**src/rtl/branch_history_table_if.sv**
```systemverilog
// Fetch-side lookup, resolution-side update and debug GHR signals of the
// gshare pattern history table, bundled as one bus.
interface branch_history_table_if #(
   parameter int INDEX_BITS = 6,
   parameter int GHR_BITS   = 4
);
   logic                  lookup_valid;
   logic [31:0]           lookup_pc;
   logic                  flush;
   logic                  pred_valid;
   logic [1:0]            pred_history;
   logic [INDEX_BITS-1:0] pred_index;
   logic                  upd_valid;
   logic [INDEX_BITS-1:0] upd_index;
   logic [1:0]            upd_history;
   logic                  upd_taken;
   logic [GHR_BITS-1:0]   ghr_out;

   // Fetch / resolution logic side: issues lookups and updates.
   modport master (
      output lookup_valid, lookup_pc, flush,
      output upd_valid, upd_index, upd_history, upd_taken,
      input  pred_valid, pred_history, pred_index, ghr_out
   );

   // Table side.
   modport slave (
      input  lookup_valid, lookup_pc, flush,
      input  upd_valid, upd_index, upd_history, upd_taken,
      output pred_valid, pred_history, pred_index, ghr_out
   );
endinterface

```
**src/rtl/branch_history_table.sv**
```systemverilog
// Gshare pattern history table: one 2-bit counter state per entry, indexed
// by PC[INDEX_BITS+1:2] XOR the non-speculative global history. Counter
// encoding belongs to the downstream counter stage; entries are stored and
// returned verbatim.
module branch_history_table #(
   parameter int INDEX_BITS = 6,
   parameter int GHR_BITS   = 4
) (
   input  logic                   clock,
   input  logic                   reset,
   branch_history_table_if.slave  bus
);
   localparam int ENTRIES = 1 << INDEX_BITS;

   logic [1:0]            pht_q [ENTRIES];
   logic [1:0]            pht_d [ENTRIES];
   logic [GHR_BITS-1:0]   ghr_q, ghr_d;
   logic                  pred_valid_q, pred_valid_d;
   logic [1:0]            pred_history_q, pred_history_d;
   logic [INDEX_BITS-1:0] pred_index_q, pred_index_d;

   logic [INDEX_BITS-1:0] lookup_idx;
   logic                  lookup_accept;
   logic                  fwd_hit;
   logic                  unused_pc_bits;

   // PC bits outside the index window do not participate in indexing.
   assign unused_pc_bits = ^{bus.lookup_pc[31:INDEX_BITS+2], bus.lookup_pc[1:0]};

   // Index uses the GHR held this cycle; a same-cycle shift only shows next cycle.
   always_comb begin
      lookup_idx    = bus.lookup_pc[INDEX_BITS+1:2] ^ INDEX_BITS'(ghr_q);
      lookup_accept = bus.lookup_valid && !bus.flush;
      fwd_hit       = bus.upd_valid && (bus.upd_index == lookup_idx);
   end

   // Next-state: table write-back, history shift, and prediction capture.
   always_comb begin
      pht_d          = pht_q;
      ghr_d          = ghr_q;
      pred_valid_d   = lookup_accept;
      pred_history_d = pred_history_q;
      pred_index_d   = pred_index_q;

      if (bus.upd_valid) begin
         pht_d[bus.upd_index] = bus.upd_history;
         // Dropping the MSB of {ghr, taken} shifts the oldest outcome out;
         // this also covers a single-bit history.
         ghr_d = GHR_BITS'({ghr_q, bus.upd_taken});
      end

      if (lookup_accept) begin
         pred_index_d   = lookup_idx;
         // A write landing this edge to the same entry must not be missed.
         pred_history_d = fwd_hit ? bus.upd_history : pht_q[lookup_idx];
      end
   end

   // State registers; reset clears everything immediately.
   always_ff @(posedge clock or posedge reset) begin
      if (reset) begin
         for (int i = 0; i < ENTRIES; i++) begin
            pht_q[i] <= 2'b00;
         end
         ghr_q          <= '0;
         pred_valid_q   <= 1'b0;
         pred_history_q <= 2'b00;
         pred_index_q   <= '0;
      end else begin
         pht_q          <= pht_d;
         ghr_q          <= ghr_d;
         pred_valid_q   <= pred_valid_d;
         pred_history_q <= pred_history_d;
         pred_index_q   <= pred_index_d;
      end
   end

   assign bus.pred_valid   = pred_valid_q;
   assign bus.pred_history = pred_history_q;
   assign bus.pred_index   = pred_index_q;
   assign bus.ghr_out      = ghr_q;

endmodule

```
**src/flat_wrapper.sv**
```systemverilog
// flat-port wrapper written by rule: the top's interface ports become plain ports
module branch_history_table_flat 
#(
   parameter int INDEX_BITS = 6,
   parameter int GHR_BITS   = 4
)
  (clock, reset, bus_lookup_valid, bus_lookup_pc, bus_flush, bus_upd_valid, bus_upd_index, bus_upd_history, bus_upd_taken, bus_pred_valid, bus_pred_history, bus_pred_index, bus_ghr_out);
  branch_history_table_if #(.INDEX_BITS(INDEX_BITS), .GHR_BITS(GHR_BITS)) bus_i ();
  input  logic clock;
  input  logic reset;
  input wire logic [$bits(bus_i.lookup_valid)-1:0] bus_lookup_valid;
  input wire logic [$bits(bus_i.lookup_pc)-1:0] bus_lookup_pc;
  input wire logic [$bits(bus_i.flush)-1:0] bus_flush;
  input wire logic [$bits(bus_i.upd_valid)-1:0] bus_upd_valid;
  input wire logic [$bits(bus_i.upd_index)-1:0] bus_upd_index;
  input wire logic [$bits(bus_i.upd_history)-1:0] bus_upd_history;
  input wire logic [$bits(bus_i.upd_taken)-1:0] bus_upd_taken;
  output wire logic [$bits(bus_i.pred_valid)-1:0] bus_pred_valid;
  output wire logic [$bits(bus_i.pred_history)-1:0] bus_pred_history;
  output wire logic [$bits(bus_i.pred_index)-1:0] bus_pred_index;
  output wire logic [$bits(bus_i.ghr_out)-1:0] bus_ghr_out;
  assign bus_i.lookup_valid = bus_lookup_valid;
  assign bus_i.lookup_pc = bus_lookup_pc;
  assign bus_i.flush = bus_flush;
  assign bus_i.upd_valid = bus_upd_valid;
  assign bus_i.upd_index = bus_upd_index;
  assign bus_i.upd_history = bus_upd_history;
  assign bus_i.upd_taken = bus_upd_taken;
  assign bus_pred_valid = bus_i.pred_valid;
  assign bus_pred_history = bus_i.pred_history;
  assign bus_pred_index = bus_i.pred_index;
  assign bus_ghr_out = bus_i.ghr_out;
  branch_history_table #(.INDEX_BITS(INDEX_BITS), .GHR_BITS(GHR_BITS)) u_core (.clock(clock), .reset(reset), .bus(bus_i));
endmodule
```
**config.mk**
```make
export PLATFORM = sky130hd
export DESIGN_NAME = branch_history_table_flat
export DESIGN_NICKNAME = d
export VERILOG_FILES = /design/src/rtl/branch_history_table_if.sv /design/src/rtl/branch_history_table.sv /design/src/flat_wrapper.sv
export SDC_FILE = /design/constraint.sdc
export NUM_CORES = 1
export LEC_CHECK = 0
export CAP_MARGIN = 20
export CORE_ASPECT_RATIO = 0.75
export CORE_MARGIN = 8
export CORE_UTILIZATION = 35
export DETAILED_ROUTE_END_ITERATION = 7
export GPL_TIMING_DRIVEN = 0
export PLACE_DENSITY_LB_ADDON = 0.2
export SETUP_SLACK_MARGIN = 0.3
export SLEW_MARGIN = 10
export SYNTH_ARGS = -nofsm -noshare
export SYNTH_HDL_FRONTEND = slang
export SYNTH_SLANG_ARGS = --single-unit
```
**constraint.sdc**
```tcl
create_clock -name clock -period 5 [get_ports clock]
set_input_delay 0.5 -clock clock [delete_from_list [all_inputs] [get_ports clock]]
set_output_delay 0.5 -clock clock [all_outputs]
set_load 0.01 [all_outputs]
```
# Yosys cells after proc, flatten, opt, wreduce, memory -nomap -nowiden
# Index checks and enable logic that the tools add are counted.
[word_totals]
register_bits = 141
in_bits = 46
output_inout_bits = 13
wordCells = 86
[op_classes]
magnitude_cmp = 3
n_eq_ne = 1
mux = 7
bitwise = 3
n_reduce_logical = 4
[op_table]
columns = ["op", "count"]
rows = [
  ["bitwise mux 128 bit", 1],
  [">= comparator 7 bit, second input constant", 2],
  ["inverter 6 -> 7 bit", 2],
  ["binary-select mux 2 bit (select 6 bit)", 1],
  ["demux 2 bit (select 6 bit)", 1],
  ["2-to-1 mux 2 bit", 4],
  ["< comparator 7 x 1 -> 1 bit, second input constant", 1],
  ["== test 6 bit", 1],
  ["XOR 6 x 4 -> 6 bit", 1],
  ["logical AND 1 bit", 3],
  ["zero test 1 bit", 1],
]

# Longest topological paths before layout
# Gate-level depths: netlist (run 1).
[logic_depth]
ltp_word = 6
ltp_mapped = 7
ltp_nobuf = 6

# Worst setup path after synthesis (run 1)
# No wires, ideal clock.
[synth_timing]
path_kind = "reg-to-reg"
start = "reg u_core.ghr_q[0], in the netlist u_core.bus.ghr_out[0]"
end = "reg u_core.pred_history_q[1], in the netlist u_core.bus.pred_history[1]"
arrival_time_ns = 1.973
required_time_ns = 4.870
path_slack_ns = 2.896
path_stages_with_launch = 8
n_path_buf = 1
path_cell_list = "dfrtp_1 xnor2_2 buf_4 mux2i_1 o22ai_1 o41ai_1 and4_1 o211ai_1"
[synth_between]
elab_chain_len = 6
elab_cells_between_ends = 8
[synth_rtl]
columns = ["element", "line", "rtl"]
rows = [
  ["from (decl)", "branch_history_table.sv:17", "logic [GHR_BITS-1:0] ghr_q, ghr_d;"],
  ["from (signal assigned)", "branch_history_table.sv:71", "ghr_q <= ghr_d;"],
  ["XOR 6 x 4 -> 6 bit (*)", "branch_history_table.sv:32", "lookup_idx = bus.lookup_pc[INDEX_BITS+1:2] ^ INDEX_BITS'(ghr_q);"],
  ["inverter 6 -> 7 bit (not written as such)", "branch_history_table.sv:55", "pred_history_d = fwd_hit ? bus.upd_history : pht_q[lookup_idx];"],
  ["binary-select mux 2 bit (select 6 bit)", "branch_history_table.sv:55", ""],
  ["2-to-1 mux 2 bit (not written as such) (2 in series)", "branch_history_table.sv:55", ""],
  ["2-to-1 mux 2 bit (*)", "branch_history_table.sv:55", ""],
  ["to (signal assigned)", "branch_history_table.sv:73", "pred_history_q <= pred_history_d;"],
  ["to (decl)", "branch_history_table.sv:19", "logic [1:0] pred_history_q, pred_history_d;"],
]
# Every way passes the cells marked *; elsewhere a longest branch is shown, timed or not. The select of a mux whose other input is x is not followed.
# A chain may end at the register's enable or synchronous reset.

# Final worst setup path (run 1)
[layout_timing]
start = "in bus_lookup_pc[2]"
end = "reg u_core.pred_history_q[1], in the netlist u_core.bus.pred_history[1]"
[layout_between]
elab_chain_len = 6
elab_cells_between_ends = 8
[layout_rtl]
columns = ["element", "line", "rtl"]
rows = [
  ["from (decl)", "flat_wrapper.sv:12", "input wire logic [$bits(bus_i.lookup_pc)-1:0] bus_lookup_pc;"],
  ["XOR 6 x 4 -> 6 bit (*)", "branch_history_table.sv:32", ""],
  ["inverter 6 -> 7 bit (not written as such)", "branch_history_table.sv:55", ""],
  ["binary-select mux 2 bit (select 6 bit)", "branch_history_table.sv:55", ""],
  ["2-to-1 mux 2 bit (not written as such) (2 in series)", "branch_history_table.sv:55", ""],
  ["2-to-1 mux 2 bit (*)", "branch_history_table.sv:55", ""],
]
# Marked as above.

==> impl_metrics.py, run 1 <==
metrics = {
    "clocking": {
        "path_clk_slew_ns": 0.06,
        "cts_made_buffers": 17,
        "clk_root_buffer_cell": "clkbuf_16",
        "ctsHtreeMaxLevel": 4,
        "post_cts.resized_instances": 0,
        "worstSkewPairLatency_ns": 0.42,
        "clockBufferDepth": 2,
        "cts.sinks": 141,
        "post_cts_buffers": 0,
        "tritoncts": "done",
        "cts-hold-fix-buffers": 0,
    },
    "yosys": {
        "synth_top_family_by_area": "multiplexers",
        "yosysWarningCount": 0,
        "synthesis.area_um2": 6820,
        "synthXorXnorAreaFrac_pct": 2.02,
        "synth-async-reset-ratio_pct": 100,
        "synth_compound_gate_area_share_pct": 4.48,
        "synth-seq-area-share_pct": 51.7,
        "synth_enable_flop_cells": 0,
        "synthMuxAreaShare_pct": 31.2,
        "synth.avg_cell_area_um2": 12.2,
        "cell_variety_after_synth": 28,
        "synth-seq-cells": 141,
        "synth_ff_type": "dfrtp_1",
        "syn-num-nets": 604,
        "yosys.area_share.simple_pct": 8.49,
        "synthCells": 558,
        "post_synth_fa_ha_maj_area_fraction_pct": 0,
    },
    "setup_path": {
        "start_kind": "input pin",
        "worstPathMaxFanout": 10,
        "critPathBufInv": 2,
        "cp-end-kind": "register",
        "setup.worst_path.class": "input pin to register",
        "critPathSlowestCell": "o41ai_1",
        "critPathMaxStageDelay_ns": 0.61,
        "arrival_ns": 3.42,
        "path_cells": "clkdlybuf4s50_1, xnor2_2, buf_4, mux2i_1, o22ai_1, o41ai_1, and4_1, o211ai_1",
        "required_time_of_the_critical_path_ns": 5.30,
        "path_delay_family": "buffers and inverters",
    },
    "detailed_routing": {
        "drcViolationCount": 0,
        "avgRoutedWirePerCell_um": 22.3,
        "first_iter_violations": 341,
        "route.vias.total": 4746,
        "vias_per_cell": 5.46,
        "detail_route.first_pass.iterations": 5,
        "route.final.wire_length_mm": 19.4,
        "drtAntennaViolNets": 0,
    },
    "layout": {
        "post_route_cells_drive_above_1_share_pct": 28.4,
        "nets": 651,
        "n_antenna_cell": 0,
        "flow.area_growth_from_synthesis_pct": 18.9,
    },
    "power_and_ir_drop": {
        "internal_power_uw": 2530,
        "p_sw_uw": 905,
        "comb_power_share_pct": 17.5,
        "powerDensity_nw_per_um2": 424,
        "power.leakage_uw": 0.00361,
        "vdd.ir_drop.worst_mv": 0.176,
        "power.clock.fraction_pct": 42.1,
        "power.share.sequential_pct": 40.4,
        "power.switching_fraction_pct": 26.3,
    },
    "hold_path": {
        "hp-class": "register to register",
    },
    "sta": {
        "setup-violations-final": 0,
        "timing.max_slew.rel_slack_pct": 42.1,
        "rsz0062_at_grt": "no",
        "timing.final.hold_violations": 0,
        "final.setup.worst_slack_ns": 1.87,
        "layout_min_cycle_time_ns": 3.13,
        "whs_ns": 0.484,
        "worst_pin_slew_ns": 0.865,
        "fin_skew_ns": 0.00500,
        "final-max-slew-violation-count": 0,
        "timing.final.crit_share_pct": 62.5,
        "max_freq_ghz": 0.320,
    },
    "run": {
        "maxCapViolations": 0,
    },
    "grt": {
        "grt_use_total_pct": 16.6,
        "pin_count_of_the_biggest_net_entering_global_routing": 86,
        "overflow": 0,
        "grt_pass1_vias": 4977,
        "grt_antenna_before_repair": 1,
        "grt_pass1_wl_mm": 29.9,
    },
    "outcome": {
        "status": "completed",
    },
    "floorplanning": {
        "core_region_area_um2": 19200,
        "die_y_um": 137,
        "number_of_top_level_pins": 59,
        "die_area_um2": 24300,
        "initial_core_util_pct": 35.5,
        "num_rows": 44,
        "die_width_um": 177,
    },
    "placement": {
        "place_congestion": 0.813,
        "hpwlAfterDp_mm": 13.8,
        "port-buffer-count": 27,
        "pre_cts_slack_ns": 1.44,
    },
}
[power by group through the flow]
stage	registers [uW]	clock network, uW	logic, uW
6_report	1390	1450	603
5_1_grt	1410	1520	647
4_1_cts	1390	1470	606
3_5_place_dp	1410	0	605
3_3_place_gp	1400	0	590
2_1_floorplan	1390	0	387
[worst min-delay path, cell delays in order (launching register included)]
cell and delay [ns]:
dfrtp_1 0.34, nand2_1 0.04, o21ai_0 0.06
[final cells by class]
| class | instances | area, um^2 |
|---|---|---|
| clock buffers | 20 | 457 |
| fillers | 1750 | 11100 |
| repair buffers | 28 | 298 |
| inverters | 4 | 20.0 |
| plain buffers | 28 | 128 |
| clock inverters | 11 | 214 |
| flip-flops and latches | 141 | 3530 |
| well taps | 253 | 317 |
| multi-input cells | 385 | 3150 |
[per-layer routing]
| layer | global-route usage, % | wire length (um) | up-vias | part of all wire, % |
|---|---|---|---|---|
| met1 | 22.9 | 9320 | 2449 | 48 |
| met5 | 0 | 13 | - | 0.067 |
| met3 | 4.71 | 1320 | 28 | 6.8 |
| li1 | - | - | 2109 | - |
| met2 | 24.7 | 8450 | 158 | 44 |
| met4 | 5.26 | 263 | 2 | 1.4 |
[through the flow]
stage	cells	utilization [%]	cell area, um^2	TNS (ns)	total power [uW]
2_1_floorplan	558	-	6820	0	1780
3_3_place_gp	838	38.6	7410	-153.41	1990
3_5_place_dp	839	38.7	7440	0	2010
4_1_cts	870	42.2	8110	0	3460
5_1_grt	870	42.2	8110	0	3580
6_report	870	42.2	8110	0	3440
[final timing paths]
path / cells past startpoint / from / slack, ns / endpoint
max in group asynchronous: 3 / reset / 3.70 / u_core.pht_q[82]
worst min-delay path: 2 / u_core.bus.pred_index[3] / 0.48 / u_core.bus.pred_index[3]
worst min register to register: 2 / u_core.bus.pred_index[3] / 0.48 / u_core.bus.pred_index[3]
min in group asynchronous: 2 / reset / 0.50 / u_core.pht_q[4]
worst max register to register: 7 / u_core.bus.ghr_out[0] / 1.97 / u_core.bus.pred_history[1]
worst max-delay path: 8 / bus_lookup_pc[2] / 1.87 / u_core.bus.pred_history[1]
[state kept, by name, indices dropped and copies added (netlist names)]
signal,cells
u_core.bus.pred_valid,1
u_core.bus.pred_history,2
u_core.pht_q,128
u_core.bus.pred_index,6
u_core.bus.ghr_out,4
[cells in the final DEF, fill, tap and decap left out, types with 2 or more instances in the layout]
| cell | synthesis | final |
|---|---|---|
| clkdlybuf4s50_1 | 0 | 27 |
| o41ai_1 | 8 | 8 |
| inv_1 | 4 | 3 |
| mux2i_1 | 64 | 64 |
| xor2_1 | 3 | 3 |
| and4_1 | 2 | 2 |
| o211ai_1 | 2 | 2 |
| nor3_1 | 4 | 4 |
| nand3_1 | 13 | 13 |
| nand2b_1 | 5 | 5 |
| mux2_2 | 132 | 132 |
| dfrtp_1 | 141 | 141 |
| or2_2 | 3 | 3 |
| clkbuf_16 | 0 | 17 |
| o21ai_0 | 4 | 4 |
| xnor2_1 | 9 | 9 |
| clkinvlp_4 | 0 | 2 |
| nor3b_1 | 2 | 2 |
| clkinv_2 | 0 | 2 |
| clkbuf_1 | 22 | 23 |
| nand2_1 | 40 | 40 |
| buf_4 | 6 | 6 |
| bufinv_16 | 0 | 6 |
| nor2b_1 | 3 | 3 |
| nand4_1 | 2 | 2 |
| clkbuf_8 | 0 | 2 |
| or3_1 | 6 | 6 |
| o22ai_1 | 32 | 32 |
| nor2_1 | 46 | 46 |
[synthesized netlist by cell type (all sizes together), types with 3 or more instances]
cell type | number | area [um^2]
buf | 6 | 45.0
clkbuf | 22 | 82.6
dfrtp | 141 | 3530
inv | 4 | 15.0
mux2 | 132 | 1490
mux2i | 64 | 641
nand2 | 40 | 150
nand2b | 5 | 31.3
nand3 | 13 | 65.1
nor2 | 46 | 173
nor2b | 3 | 18.8
nor3 | 4 | 20.0
o21ai | 4 | 20.0
o22ai | 32 | 200
o41ai | 8 | 70.1
or2 | 3 | 18.8
or3 | 6 | 37.5
xnor2 | 10 | 95.1
xor2 | 4 | 42.6
[logic make-up (layout without fill, tap and decap cells)]
family | count (synthesis) | in the layout
multiplexers | 196 | 196
flip-flops | 141 | 141
AND/OR/NAND/NOR | 129 | 129
AO/OA/AOI/OAI | 46 | 46
buffers and inverters | 32 | 91
XOR/XNOR | 14 | 14
Note: power is estimated with default switching activity, not from simulation.
==> run 2: changes to the inputs <==
Clock period 5 ns to 2.5 ns, I/O delays scaled along.
==> impl_metrics.py, run 2 (same netlist as run 1, synthesis figures left out) <==
metrics = {
    "clocking": {
        "path_clk_slew_ns": 0.06,
        "cts-hold-fix-buffers": 0,
        "clockBufferDepth": 2,
        "ctsHtreeMaxLevel": 4,
        "cts_made_buffers": 17,
        "cts.sinks": 141,
        "clk_root_buffer_cell": "clkbuf_16",
        "worstSkewPairLatency_ns": 0.43,
        "tritoncts": "done",
    },
    "grt": {
        "pin_count_of_the_biggest_net_entering_global_routing": 38,
        "overflow": 0,
        "grt_pass1_wl_mm": 30.8,
        "grt_antenna_before_repair": 0,
        "grt_pass1_vias": 5013,
        "grt_use_total_pct": 17.3,
    },
    "setup_path": {
        "path_cells": "xor2_4, buf_4, buf_12, mux2i_2, o22ai_1, o41ai_2, and4_4, o211ai_1",
        "worst-r2r-cell-count": 8,
        "worstPathMaxFanout": 10,
        "start_kind": "register",
        "arrival_ns": 2.68,
        "r2r_start": "u_core.bus.ghr_out[0]",
        "critPathMaxStageDelay_ns": 0.48,
        "r2r_slack_ns": 0.12,
        "setup.worst_path.class": "register to register",
        "critPathSlowestCell": "dfrtp_2",
        "cp-end-kind": "register",
        "required_time_of_the_critical_path_ns": 2.80,
        "critical_path.reg2reg.endpoint": "u_core.bus.pred_history[0]",
    },
    "detailed_routing": {
        "drtAntennaViolNets": 0,
        "detail_route.first_pass.iterations": 4,
        "route.final.wire_length_mm": 19.8,
        "route.vias.total": 4789,
        "avgRoutedWirePerCell_um": 22.3,
        "first_iter_violations": 311,
        "drcViolationCount": 0,
        "routedLengthMet1_mm": 9.79,
        "met3RoutedLength_mm": 1.29,
        "route.top_layer_used": "met4",
        "vias_per_cell": 5.39,
        "wl_met2_mm": 8.45,
    },
    "layout": {
        "layout_common_cells": "dfrtp_1, mux2_2, mux2i_1, nor2_1, nand2_1",
        "final_common_cell": "dfrtp_1",
        "post_route_cells_drive_above_1_share_pct": 35.8,
        "largest_register_ffs": 128,
        "flow.area_growth_from_synthesis_pct": 25.0,
        "utilization_pct": 44.4,
        "n_antenna_cell": 0,
        "finalNonFillerCells": 889,
        "max_flop_register": "u_core.pht_q",
        "nets": 670,
    },
    "sta": {
        "max_freq_ghz": 0.420,
        "final.setup.worst_slack_ns": 0.121,
        "timing.final.crit_share_pct": 95.1,
        "timing.max_slew.rel_slack_pct": 53.3,
        "whs_ns": 0.157,
        "worst_pin_slew_ns": 0.694,
        "fin_skew_ns": 0.00511,
        "setup-violations-final": 0,
        "final-max-slew-violation-count": 0,
        "timing.final.hold_violations": 0,
        "layout_min_cycle_time_ns": 2.38,
        "rsz0062_at_grt": "yes",
    },
    "floorplanning": {
        "num_rows": 44,
        "die_y_um": 137,
        "core_region_area_um2": 19200,
        "initial_core_util_pct": 35.5,
        "die_width_um": 177,
        "die_area_um2": 24300,
        "number_of_top_level_pins": 59,
    },
    "power_and_ir_drop": {
        "total_power_uw": 6760,
        "p_sw_uw": 1910,
        "vdd.ir_drop.worst_mv": 0.361,
        "power.clock.fraction_pct": 37.3,
        "powerDensity_nw_per_um2": 793,
        "power.share.sequential_pct": 41.4,
        "power.switching_fraction_pct": 28.3,
        "internal_power_uw": 4850,
        "power.leakage_uw": 0.00377,
        "comb_power_share_pct": 21.4,
    },
    "hold_path": {
        "hp-class": "input pin to async pin",
    },
    "outcome": {
        "status": "completed",
    },
    "placement": {
        "pre_cts_slack_ns": -0.892,
        "port-buffer-count": 27,
        "place_congestion": 0.815,
        "dp.cells": 842,
        "hpwlAfterDp_mm": 14.1,
    },
    "run": {
        "maxCapViolations": 0,
    },
}
==> run 2: changes by cell type in the layout (fill, tap and decap cells not counted), moves of 7 or more <==
cell     delta
mux2i_1     -9
nand3_2     +8
o41ai_1     -7
mux2i_2     +7
o41ai_2     +7
nand3_1     -8
buf_12     +12
==> run 2: through the flow <==
step	instance area (um^2)	TNS [ns]
finish	8530	0
global route	8530	0
CTS	8470	0
detailed placement	7490	-2.83
global placement	7410	-104.43
floorplan	6820	0
==> run 2: cell type report <==
type                       count  area [um^2]
buffer                        28          194
clock buffer                  21          470
clock inverter                10          114
fill                        1743        10700
inverter                       4         18.8
multi-input combinational    385         3370
sequential                   141         3530
tap                          253          317
timing repair buffer          47          510
==> run 2: layer usage <==
layer,up-vias,global-route usage (%)
met2,126,24.7
met1,2488,24.6
met3,25,4.49
met4,0,6.61
met5,-,0
li1,2150,-
==> run 2: power groups by stage <==
stage	clock [uW]	sequential (uW)	combinational, uW
after floorplan	0	2780	774
after global placement	0	2800	1190
after detailed placement	0	2810	1230
after CTS	2570	2790	1420
after global routing	2680	2830	1540
final	2520	2790	1450
==> run 2: worst max path at each step <==
stage                                     start                    endpoint  slack (ns)  cells after the start
after floorplan           u_core.bus.ghr_out[0]  u_core.bus.pred_history[1]        0.40                      7
after global placement         bus_lookup_pc[2]  u_core.bus.pred_history[1]       -0.91                      8
after detailed placement       bus_lookup_pc[2]  u_core.bus.pred_history[1]       -0.89                      8
after CTS                 u_core.bus.ghr_out[0]  u_core.bus.pred_history[0]        0.18                      9
after global routing      u_core.bus.ghr_out[0]  u_core.bus.pred_history[1]        0.08                      8
final                     u_core.bus.ghr_out[0]  u_core.bus.pred_history[0]        0.12                      8
==> run 2: repair_timing <==
item,4_1_cts,5_1_grt
pin swaps,9,3
setup buffers,14,2
endpoints found under the setup margin,2,14
gates resized for setup,50,6
==> run 2: critical path, delay by kind of cell (launching register included) <==
family                    cells  cell delay [ns]
buffers and inverters         2             0.33
and+or+nand+nor               1             0.30
muxes                         1             0.29
DFF                           1             0.48
xor gates and xnor gates      1             0.21
AOI/OAI and AO/OA             3             0.63
